## src/rtl/uart_tx_8n1_if.sv

```systemverilog
// Byte-request / serial-line bundle between the packet sender and uart_tx_8n1.
// master = packet sender side, slave = transmitter side.
interface uart_tx_8n1_if;
   logic [7:0] data;
   logic       enable;
   logic       busy;
   logic       txd;

   modport master (output data, output enable, input busy, input txd);
   modport slave  (input data, input enable, output busy, output txd);
endinterface

```

## src/rtl/uart_tx_8n1.sv

```systemverilog
// 8N1 UART transmitter: latches a byte on enable, shifts it out LSB first with busy high per frame.
// Optional build macro UART_TX_TWO_STOP_EN stretches the stop bit to two bit periods (8N2).
//
// state   | meaning
// --------+-----------------------------------------------
// S_IDLE  | line high, waiting for enable
// S_START | start bit (txd=0)
// S_DATA  | data bit r_bit_idx of r_shift, LSB first
// S_STOP  | stop bit(s), txd=1
module uart_tx_8n1 #(
   parameter int CLKS_PER_BIT = 104
) (
   input  logic          clk,
   input  logic          rst_n,
   uart_tx_8n1_if.slave  bus
);

   localparam int             CW        = (CLKS_PER_BIT > 1) ? $clog2(CLKS_PER_BIT) : 1;
   localparam logic [CW-1:0]  LP_CNT_TC = CW'(CLKS_PER_BIT - 1);

   typedef enum logic [1:0] {
      S_IDLE  = 2'd0,
      S_START = 2'd1,
      S_DATA  = 2'd2,
      S_STOP  = 2'd3
   } state_t;

   state_t        r_state,   w_state_nxt;
   logic [CW-1:0] r_cnt,     w_cnt_nxt;
   logic [2:0]    r_bit_idx, w_bit_idx_nxt;
   logic [7:0]    r_shift,   w_shift_nxt;
   logic          r_busy,    w_busy_nxt;
   logic          r_txd,     w_txd_nxt;
   logic          w_tc;
   logic [2:0]    w_idx_inc;
`ifdef UART_TX_TWO_STOP_EN
   logic          r_stop2,   w_stop2_nxt;
`endif

   assign w_tc      = (r_cnt == LP_CNT_TC);
   assign w_idx_inc = r_bit_idx + 3'd1;

   always_comb begin
      w_state_nxt   = r_state;
      w_cnt_nxt     = r_cnt;
      w_bit_idx_nxt = r_bit_idx;
      w_shift_nxt   = r_shift;
      w_busy_nxt    = r_busy;
      w_txd_nxt     = r_txd;
`ifdef UART_TX_TWO_STOP_EN
      w_stop2_nxt   = r_stop2;
`endif
      case (r_state)
         S_IDLE: begin
            w_cnt_nxt  = '0;
            w_busy_nxt = 1'b0;
            w_txd_nxt  = 1'b1;
            if (bus.enable) begin
               w_state_nxt   = S_START;
               w_shift_nxt   = bus.data;
               w_bit_idx_nxt = 3'd0;
               w_busy_nxt    = 1'b1;
               w_txd_nxt     = 1'b0;
            end
         end
         S_START: begin
            if (w_tc) begin
               w_cnt_nxt     = '0;
               w_state_nxt   = S_DATA;
               w_bit_idx_nxt = 3'd0;
               w_txd_nxt     = r_shift[0];
            end else begin
               w_cnt_nxt = r_cnt + 1'b1;
            end
         end
         S_DATA: begin
            if (w_tc) begin
               w_cnt_nxt = '0;
               if (r_bit_idx == 3'd7) begin
                  w_state_nxt = S_STOP;
                  w_txd_nxt   = 1'b1;
`ifdef UART_TX_TWO_STOP_EN
                  w_stop2_nxt = 1'b0;
`endif
               end else begin
                  w_bit_idx_nxt = w_idx_inc;
                  w_txd_nxt     = r_shift[w_idx_inc];
               end
            end else begin
               w_cnt_nxt = r_cnt + 1'b1;
            end
         end
         S_STOP: begin
            if (w_tc) begin
               w_cnt_nxt = '0;
`ifdef UART_TX_TWO_STOP_EN
               // first terminal count only ends the first of the two stop periods
               if (!r_stop2) begin
                  w_stop2_nxt = 1'b1;
               end else begin
                  w_state_nxt = S_IDLE;
                  w_busy_nxt  = 1'b0;
               end
`else
               w_state_nxt = S_IDLE;
               w_busy_nxt  = 1'b0;
`endif
            end else begin
               w_cnt_nxt = r_cnt + 1'b1;
            end
         end
         default: begin
            w_state_nxt = S_IDLE;
            w_cnt_nxt   = '0;
            w_busy_nxt  = 1'b0;
            w_txd_nxt   = 1'b1;
         end
      endcase
   end

   always_ff @(posedge clk) begin
      if (!rst_n) begin
         r_state   <= S_IDLE;
         r_cnt     <= '0;
         r_bit_idx <= 3'd0;
         r_shift   <= 8'd0;
         r_busy    <= 1'b0;
         r_txd     <= 1'b1;
`ifdef UART_TX_TWO_STOP_EN
         r_stop2   <= 1'b0;
`endif
      end else begin
         r_state   <= w_state_nxt;
         r_cnt     <= w_cnt_nxt;
         r_bit_idx <= w_bit_idx_nxt;
         r_shift   <= w_shift_nxt;
         r_busy    <= w_busy_nxt;
         r_txd     <= w_txd_nxt;
`ifdef UART_TX_TWO_STOP_EN
         r_stop2   <= w_stop2_nxt;
`endif
      end
   end

   assign bus.busy = r_busy;
   assign bus.txd  = r_txd;

endmodule

```

## src/flat_wrapper.sv

```systemverilog
// flat-port wrapper written by rule: the top's interface ports become plain ports
module uart_tx_8n1_flat 
#(
   parameter int CLKS_PER_BIT = 104
)
  (clk, rst_n, bus_data, bus_enable, bus_busy, bus_txd);
  uart_tx_8n1_if bus_i ();
  input  logic clk;
  input  logic rst_n;
  input wire logic [$bits(bus_i.data)-1:0] bus_data;
  input wire logic [$bits(bus_i.enable)-1:0] bus_enable;
  output wire logic [$bits(bus_i.busy)-1:0] bus_busy;
  output wire logic [$bits(bus_i.txd)-1:0] bus_txd;
  assign bus_i.data = bus_data;
  assign bus_i.enable = bus_enable;
  assign bus_busy = bus_i.busy;
  assign bus_txd = bus_i.txd;
  uart_tx_8n1 #(.CLKS_PER_BIT(CLKS_PER_BIT)) u_core (.clk(clk), .rst_n(rst_n), .bus(bus_i));
endmodule
```

## config.mk

```make
export PLATFORM = sky130hd
export DESIGN_NAME = uart_tx_8n1_flat
export DESIGN_NICKNAME = d
export VERILOG_FILES = /design/src/rtl/uart_tx_8n1_if.sv /design/src/rtl/uart_tx_8n1.sv /design/src/flat_wrapper.sv
export SDC_FILE = /design/constraint.sdc
export NUM_CORES = 1
export LEC_CHECK = 0
export ABC_AREA = 0
export CORE_ASPECT_RATIO = 0.6
export CORE_UTILIZATION = 49
export CTS_CLUSTER_DIAMETER = 150
export DETAILED_ROUTE_END_ITERATION = 8
export HOLD_SLACK_MARGIN = 0.12
export MAX_ROUTING_LAYER = met4
export PLACE_DENSITY = 0.7
export SYNTH_ARGS = -nofsm -noshare
export SYNTH_HDL_FRONTEND = slang
export SYNTH_SLANG_ARGS = --single-unit
```

## constraint.sdc

```tcl
create_clock -name clk -period 1.9 [get_ports clk]
set_input_delay 0.38 -clock clk [delete_from_list [all_inputs] [get_ports clk]]
set_output_delay 0.38 -clock clk [all_outputs]
set_load 0.01 [all_outputs]
```

# After elaboration in Yosys (flattened, before gate mapping)
# Cells that the tools add are included.
# Widths: inputs -> output; s select.
[op_classes]
addsub = 2
order_cmp = 1
eq_ne = 11
mux = 23
reduce_logical = 9
[op_table]
columns = ["op", "n"]
rows = [
  ["$pmux 7 s2", 1],
  ["$mux 3", 4],
  ["$mux 2", 5],
  ["$reduce_and 5->1", 2],
  ["$pmux 3 s3", 1],
  ["$ne 2x1->1 const B", 4],
  ["$pmux 2 s4", 1],
  ["$add 7x1->7 const B", 1],
  ["$eq 7x7->1 const B", 1],
  ["$mux 1", 7],
  ["$mux 7", 1],
  ["$eq 2x2->1 const B", 2],
  ["$lt 3x4->1 const B", 1],
  ["$ne 2x2->1 const B", 2],
  ["$reduce_and 2->1", 2],
  ["$add 3x1->3 const B", 1],
  ["$bmux 1 s3", 1],
  ["$eq 3x3->1 const B", 1],
  ["$pmux 1 s3", 1],
  ["$reduce_and 3->1", 1],
  ["$reduce_bool 3->1", 1],
  ["$reduce_or 3->1", 1],
  ["$eq 2x1->1 const B", 1],
  ["$logic_not 2->1", 1],
  ["other kinds (2)", 2],
]
[totals]
reg_bits = 22

# Depth between registers and ports, before layout
# Gate-level depths: netlist (run 1).
[logic_depth]
ltp_word = 6
mapped_depth = 7
depth_no_buf = 6

# Least setup slack after synthesis (run 1)
# Ideal clock, no wire load.
[synth_path]
path_kind = "register to register"
from = "register u_core.r_bit_idx[0]"
to = "register u_core.r_txd, in the netlist u_core.bus.txd"
arrival_ps = 1841
required_time_ps = 1766
slack_ps = -75
stages_incl_launch_ff = 6
synth_period_minus_slack_ps = 1975
cell_sequence = "dfxtp_1 ha_1 mux4_2 mux2_2 a2111oi_0 a31oi_1"
[synth_via]
elab_chain_cells = 6
elab_cells_between_ends = 7
classes_between = "add/sub (1); eq/ne (1); mux (5)"
[synth_rtl]
columns = ["item", "line", "text"]
rows = [
  ["start: declaration", "uart_tx_8n1.sv:30", "logic [2:0] r_bit_idx, w_bit_idx_nxt;"],
  ["start signal: assignment", "uart_tx_8n1.sv:135", "r_bit_idx <= w_bit_idx_nxt;"],
  ["$add 3x1->3", "uart_tx_8n1.sv:41", "assign w_idx_inc = r_bit_idx + 3'd1;"],
  ["$bmux 1 s3", "uart_tx_8n1.sv:87", "w_txd_nxt = r_shift[w_idx_inc];"],
  ["$mux 1 (implied by the code)", "uart_tx_8n1.sv:87", ""],
  ["$mux 1 *", "uart_tx_8n1.sv:79", "if (r_bit_idx == 3'd7) begin"],
  ["$mux 1 *", "uart_tx_8n1.sv:77", "if (w_tc) begin"],
  ["$pmux 1 s3 *", "uart_tx_8n1.sv:53", "case (r_state)"],
  ["end signal: assignment", "uart_tx_8n1.sv:138", "r_txd <= w_txd_nxt;"],
  ["end: declaration", "uart_tx_8n1.sv:33", "logic r_txd, w_txd_nxt;"],
]
# Mark *: on every way between the ends. The rest lies on a longest branch, timed or not. The select of a mux whose other input is x is not followed.
# A chain may end at the register's enable or synchronous reset.

# Worst setup path after layout (run 1)
[layout_path]
from = "register u_core.r_bit_idx[1]"
to = "register u_core.r_txd, in the netlist u_core.bus.txd"
# The elaborated chain is that of the path after synthesis.

==> results of run 1 <==
==> logic make-up after synthesis <==
logic type | share of synthesized area, %
AO/OA/AOI/OAI | 16.5
XOR/XNOR | 2.90
adder cells (fa/ha/maj) | 8.29
buffers and inverters | 4.87
flip-flops | 36.5
multiplexers | 5.49
AND/OR/NAND/NOR | 25.5
==> final cells by class <==
type                            count  area, sq um
Tap cell                           30         37.5
Timing Repair Buffer               25          218
Clock buffer                        4         55.1
Sequential cell                    22          443
Inverter                            7         26.3
Fill cell                         183          707
Multi-Input combinational cell    105          758
==> worst register-to-register path: cells and delay by family, from the launching register on <==
| family | cells | cell delay [ns] |
|---|---|---|
| DFF | 1 | 0.34 |
| muxes | 2 | 0.80 |
| adders and majority gates | 1 | 0.28 |
| AOI/OAI and AO/OA | 2 | 0.35 |
==> per-layer routing <==
metal / up-vias / global-route usage (%) / routed length [um]
met4: 0 / 7.98 / 29
met3: 5 / 6.82 / 158
met2: 28 / 32.9 / 1140
li1: 559 / - / -
met1: 523 / 36.1 / 1580
met5: - / - / 0
==> worst min-delay path by stage <==
| stage | to | from | slack, ns | depth (start not counted) |
|---|---|---|---|---|
| after global placement | u_core.r_cnt[0] | u_core.r_cnt[0] | 0.43 | 1 |
| after global routing | u_core.r_shift[1] | u_core.r_shift[1] | 0.48 | 2 |
| final | u_core.r_cnt[0] | u_core.r_cnt[0] | 0.45 | 1 |
| after CTS | u_core.r_cnt[0] | u_core.r_cnt[0] | 0.46 | 1 |
| after floorplan | u_core.r_cnt[0] | u_core.r_cnt[0] | 0.42 | 1 |
| after detailed placement | u_core.r_cnt[0] | u_core.r_cnt[0] | 0.44 | 1 |
==> cells in the final DEF, fill, tap and decap left out, types with 2 or more instances in the layout <==
master	count
nand3_1	15
clkdlybuf4s50_1	12
xor2_1	2
nand2_1	13
nor2_1	11
buf_4	13
and3_1	2
a31oi_1	5
xnor2_1	2
nand4_1	2
nor3_1	4
a32oi_1	2
ha_4	2
dfxtp_1	20
o211ai_1	3
a21oi_1	12
mux4_2	2
o2111ai_1	2
ha_1	5
dfxtp_2	2
inv_1	7
a22oi_1	2
clkbuf_8	4
==> flip-flops by register name, indices dropped and copies added, names as in the netlist <==
| register | flops |
|---|---|
| u_core.r_cnt | 7 |
| u_core.r_bit_idx | 3 |
| u_core.r_state | 2 |
| u_core.r_shift | 8 |
| u_core.bus.busy | 1 |
| u_core.bus.txd | 1 |
==> cells in the mapped netlist, drive strengths merged (2+ instances only) <==
library cell | instances | area (sq um)
xnor2 | 2 | 17.5
nand2 | 13 | 48.8
o211ai | 3 | 22.5
a31oi | 5 | 31.3
mux4 | 2 | 45.0
ha | 8 | 100
nand4 | 2 | 12.5
or3 | 2 | 17.5
nor2 | 11 | 41.3
clkbuf | 4 | 25.0
nor2b | 2 | 15.0
o2111ai | 2 | 17.5
and3 | 2 | 12.5
dfxtp | 22 | 440
a21oi | 12 | 60.1
xor2 | 2 | 17.5
a22oi | 2 | 15.0
inv | 7 | 26.3
nor3 | 4 | 20.0
a32oi | 2 | 17.5
nand3 | 16 | 92.6
==> timing repair <==
action,in CTS,in global routing
pin swaps,2,0
resized for setup,5,1
endpoints found under the setup margin,1,2
==> power breakdown <==
group          leakage, nW  internal (mW)  switching [mW]
Sequential           0.181          0.533          0.0608
Combinational        0.360          0.296           0.384
Clock               0.0288          0.185           0.152
==> through the flow <==
| step | instance area (sq um) | instances | TNS, ns | worst slack (ns) | util [%] |
|---|---|---|---|---|---|
| after floorplan | 1230 | 139 | 0 | 0.00208 | - |
| after global placement | 1450 | 189 | 0 | 0.00761 | 64.5 |
| after detailed placement | 1450 | 189 | -0.0758 | -0.0758 | 64.5 |
| after CTS | 1540 | 193 | 0 | 0.0145 | 68.4 |
| after global routing | 1540 | 193 | -0.0366 | -0.0366 | 68.5 |
| final | 1540 | 193 | 0 | 0.0140 | 68.5 |
==> impl_results.md, run 1 <==
- Nets@finish: 183
- Slew margin rel.: 74.1%
- Post-synthesis sequential area ratio: 36.5%
- Final min period: 1.89 ns
- LEAKAGE: roughly 0.57 nW
- Share of post-route cells with drive strength above 1: between 10% and 20%
- PortBufs: 12
- Post-CTS Repair Setup Buffers: 0
- 1st-pass router iterations: 4
- Core ar.: 2240 sq um
- Vias/cell: 5.78
- Syn Nets: between 150 and 200
- H-tree lvl count: 1
- Largest net degree at the start of global routing: 13
- Vias: approximately 1,100
- Max clock buf depth: 2
- Area Growth Syn to Fin: 27.4%
- Clk slew on worst S/H paths: 0.08 ns
- Worst setup path category: register to register
- Slowest stage cell, crit path: mux4_2
- Grt ovf: 0
- Drt wl/cell: 15.1 um
- Hold Crit Class: register to register
- Antenna violations before repair: 0
- Overall power: 1.61 mW
- Mean post-synth cell area: between 8 and 9 sq um
- Synth async-reset ratio: 0%
- CP bufs+invs: 0
- Worst-path maximum fanout: 3
- Num rows: 13
- Post-DRT Antenna Nets: 0
- Vias in the first global route: between 900 and 1,000
- DR iter-0 viols: 77
- Netlist cell types: 39
- Worst-margin pin slew: a little under 0.4 ns
- Crit path depth: 5
- Detailed placer's ending HPWL: about 2200 um
- Synth warn: 0
- Final period util: between 90% and 100%
- Worst-Skew Late Latency: 0.26 ns
- Starting Density: 53.8%
- Hold buffer count at CTS: 0
- Fin Clk Skew: between 0.0005 and 0.0006 ns
- Global placer's final weighted congestion: 0.880
- Critical path startpoint: u_core.r_bit_idx[1]
- Unrepaired setup endpoints after global routing: yes
- Slew Limit Fails: 0
- Final Setup Violations: 0
- DIE HEIGHT: roughly 40 um
- CP peak stage delay: 0.50 ns
- Synthesized area: about 1200 sq um
- I/O Pins: 13
- GRT Total Usage: approximately 25%
- Final WL: 2910 um
- Crit start category: register
- CTS Buf Count: 3
- Max-Cap Viols: 0
- Top delay family on crit path: multiplexers
- Crit Reg-Reg Startpoint: u_core.r_bit_idx[1]
- #FFs+latches synth: 22
- EDFF count, synth: 0
- CP endpoint kind: register
- Endpoints failing hold: 0
- Worst Path Required: slightly above 2 ns
- Crit path capture: u_core.bus.txd
- Reg2Reg Setup Slack: 0.01 ns
- # clock sinks: 22
- CP Cell Sequence: ha_4, mux4_2, mux2_4, a2111oi_4, a31oi_1
- Die W: 66.1 um
- CTS root buffer: clkbuf_8
- WP data arrival: between 2 and 2.5 ns
- Top_reg_cell synth: dfxtp_1
- N_diodes: 0
- Die area: 2670 sq um
- Cells after Synth: 139
- Maximum vdd ir drop: 0.719 mV
- First-pass GRT wire length: 4450 um
- Reg2reg path depth: 5
- Outcome: completed
- Power Density: 1050 nW/um^2
- WHS: 0.455 ns
- Reg-to-reg endpoint: u_core.bus.txd
- Max Clk Rate: 530 MHz
- Remaining DRCs: 0
- CTS tree: built
(Power assumes the default switching activity.)
==> inputs of run 2 (changes only) <==
Settings changed: CORE_MARGIN set to 1, REMOVE_ABC_BUFFERS set to 1.
==> impl_results.md, run 2 (synthesis gave the netlist of run 1 again) <==
- Outcome: completed (unchanged)
- Num rows: 13 (unchanged)
- I/O Pins: 13 (unchanged)
- Post-DRT Antenna Nets: 0 (unchanged)
- Share of post-route cells with drive strength above 1: 20.9% (was 19.0%)
- Hold buffer count at CTS: 0 (unchanged)
- H-tree lvl count: 1 (unchanged)
- Final WL: 2980 um (was 2910 um)
- Antenna violations before repair: 0 (unchanged)
- Maximum vdd ir drop: 0.832 mV (was 0.719 mV)
- CP peak stage delay: 0.50 ns (about the same)
- Unrepaired setup endpoints after global routing: yes (unchanged)
- Largest regs: u_core.r_shift x8, u_core.r_cnt x7, u_core.r_bit_idx x3 (unchanged)
- Final Setup Violations: 0 (unchanged)
- Max-Cap Viols: 0 (unchanged)
- WP data arrival: 2.03 ns (about the same)
- Core ar.: 2240 sq um (unchanged)
- P_sw: 596 uW (was 597 uW)
- Most frequent cells in the layout: dfxtp_1 (17), nand3_1 (15), buf_4 (14), nand2_1 (13) (was dfxtp_1 (20), nand3_1 (15), nand2_1 (13), buf_4 (13))
- Final cell count without fillers: 193 (unchanged)
- Global placer's final weighted congestion: 1.03 (was 0.880)
- Number of flip-flops under the largest register name: 8 (unchanged)
- Area Growth Syn to Fin: 27.2% (was 27.4%)
- PortBufs: 12 (unchanged)
- Power share of the sequential group: 37.5% (was 36.8%)
- Pre-CTS setup slack: -0.171 ns (was -0.0758 ns)
- Worst-margin pin slew: 0.316 ns (was 0.389 ns)
- Drt wl/cell: 15.5 um (was 15.1 um)
- Setup ws final: 0.00499 ns (was 0.0140 ns)
- LEAKAGE: 0.570 nW (about the same)
- Biggest register: u_core.r_shift (unchanged)
- CTS root buffer: clkbuf_8 (unchanged)
- Vias: 1,138 (was 1,115)
- Max clock buf depth: 2 (unchanged)
- Largest net degree at the start of global routing: 13 (unchanged)
- Final period util: 99.7% (was 99.3%)
- Clock network fraction of total power: 18.2% (was 20.9%)
- Slew margin rel.: 78.9% (was 74.1%)
- Final min period: 1.90 ns (was 1.89 ns)
- First-pass GRT wire length: 4640 um (was 4450 um)
- Switching Fraction: 37.7% (was 37.1%)
- CP endpoint kind: register (unchanged)
- Top delay family on crit path: multiplexers (unchanged)
- Slowest stage cell, crit path: mux4_2 (unchanged)
- Vias/cell: 5.90 (was 5.78)
- DP Area: 1440 sq um (was 1450 sq um)
- Die area: 2670 sq um (unchanged)
- Power Density: 1030 nW/um^2 (was 1050 nW/um^2)
- Worst Path Required: 2.04 ns (about the same)
- Nets@finish: 184 (was 183)
- Worst-Skew Late Latency: 0.26 ns (about the same)
- DR iter-0 viols: 91 (was 77)
- CP Cell Sequence: ha_4, mux4_2, mux2_4, a2111oi_4, a31oi_1 (unchanged)
- Crit start category: register (unchanged)
- Placed Instances: 190 (was 189)
- Int Power: 985 uW (was 1.01 mW)
- Clk slew on worst S/H paths: 0.08 ns (about the same)
- N_diodes: 0 (unchanged)
- Post-CTS Repair Setup Buffers: 0 (unchanged)
- CTS tree: built (unchanged)
- Vias in the first global route: 940 (was 928)
- CTS Buf Count: 3 (unchanged)
- Comb power frac: 44.2% (was 42.2%)
- Worst-path maximum fanout: 3 (unchanged)
- # clock sinks: 22 (unchanged)
- Die W: 66.1 um (unchanged)
- Remaining DRCs: 0 (unchanged)
- GRT Total Usage: 25.5% (was 25.1%)
- Worst setup path category: register to register (unchanged)
- Grt ovf: 0 (unchanged)
- Commonest non-fill, non-tap cell in the layout: dfxtp_1 (unchanged)
- CP bufs+invs: 0 (unchanged)
- Hold Crit Class: register to register (unchanged)
- Slew Limit Fails: 0 (unchanged)
- Endpoints failing hold: 0 (unchanged)
- Final instance area: 1540 sq um (about the same)
- Max Clk Rate: 528 MHz (was 530 MHz)
- Detailed placer's ending HPWL: 2320 um (was 2230 um)
- DIE HEIGHT: 40.5 um (unchanged)
- 1st-pass router iterations: 4 (unchanged)
- Fin Clk Skew: 0.00350 ns (was 0.000570 ns)
- Starting Density: 53.8% (unchanged)
- WHS: 0.458 ns (was 0.455 ns)
## run 2: cell types whose count changed in the layout (fill, tap and decap cells not counted)
cell / delta
dfxtp_1: -3
dfxtp_2: +3
buf_4: +1
clkbuf_8: -1
## run 2: worst paths after layout
| kind | slack (ns) | depth (start not counted) | startpoint | end |
|---|---|---|---|---|
| max | 0.005 | 5 | u_core.r_bit_idx[0] | u_core.bus.txd |
| min | 0.46 | 1 | u_core.r_cnt[0] | u_core.r_cnt[0] |
| min reg2reg | 0.46 | 1 | u_core.r_cnt[0] | u_core.r_cnt[0] |
| max reg2reg | 0.005 | 5 | u_core.r_bit_idx[0] | u_core.bus.txd |
## run 2: power groups by stage
| stage | Clock, mW | Combinational (mW) | Sequential [mW] |
|---|---|---|---|
| 4_1_cts | 0.298 | 0.663 | 0.588 |
| 2_1_floorplan | 0 | 0.410 | 0.589 |
| 3_3_place_gp | 0 | 0.618 | 0.599 |
| 3_5_place_dp | 0 | 0.644 | 0.599 |
| 6_report | 0.288 | 0.699 | 0.593 |
| 5_1_grt | 0.315 | 0.761 | 0.599 |
## run 2: per-stage QoR
stage	utilization [%]	setup TNS [ns]	power, mW
finish	68.4	0	1.58
global route	68.4	-0.0528	1.68
floorplan	-	-0.0748	0.999
CTS	67.4	0	1.55
global placement	64.0	-0.100	1.22
detailed placement	64.0	-0.171	1.24
## run 2: layer usage
metal / GRT usage [%] / wire [um] / vias to the layer above
met5: - / 0 / -
met4: 1.60 / 0 / 0
met3: 6.82 / 321 / 0
met2: 34.7 / 1190 / 65
met1: 38.0 / 1480 / 516
li1: - / - / 557
## run 2: cell type report
type / count / area [sq um]
Tap cell: 30 / 37.5
Clock buffer: 3 / 41.3
Fill cell: 184 / 709
Multi-Input combinational cell: 105 / 758
Inverter: 7 / 26.3
Timing Repair Buffer: 26 / 225
Sequential cell: 22 / 447
## run 2: repair_timing
item | in CTS | in global routing
gates cloned | 0 | 0
hold endpoints to repair | 0 | 0
gates resized for setup | 6 | 6
pin swaps | 2 | 1
endpoints found under the setup margin | 1 | 2
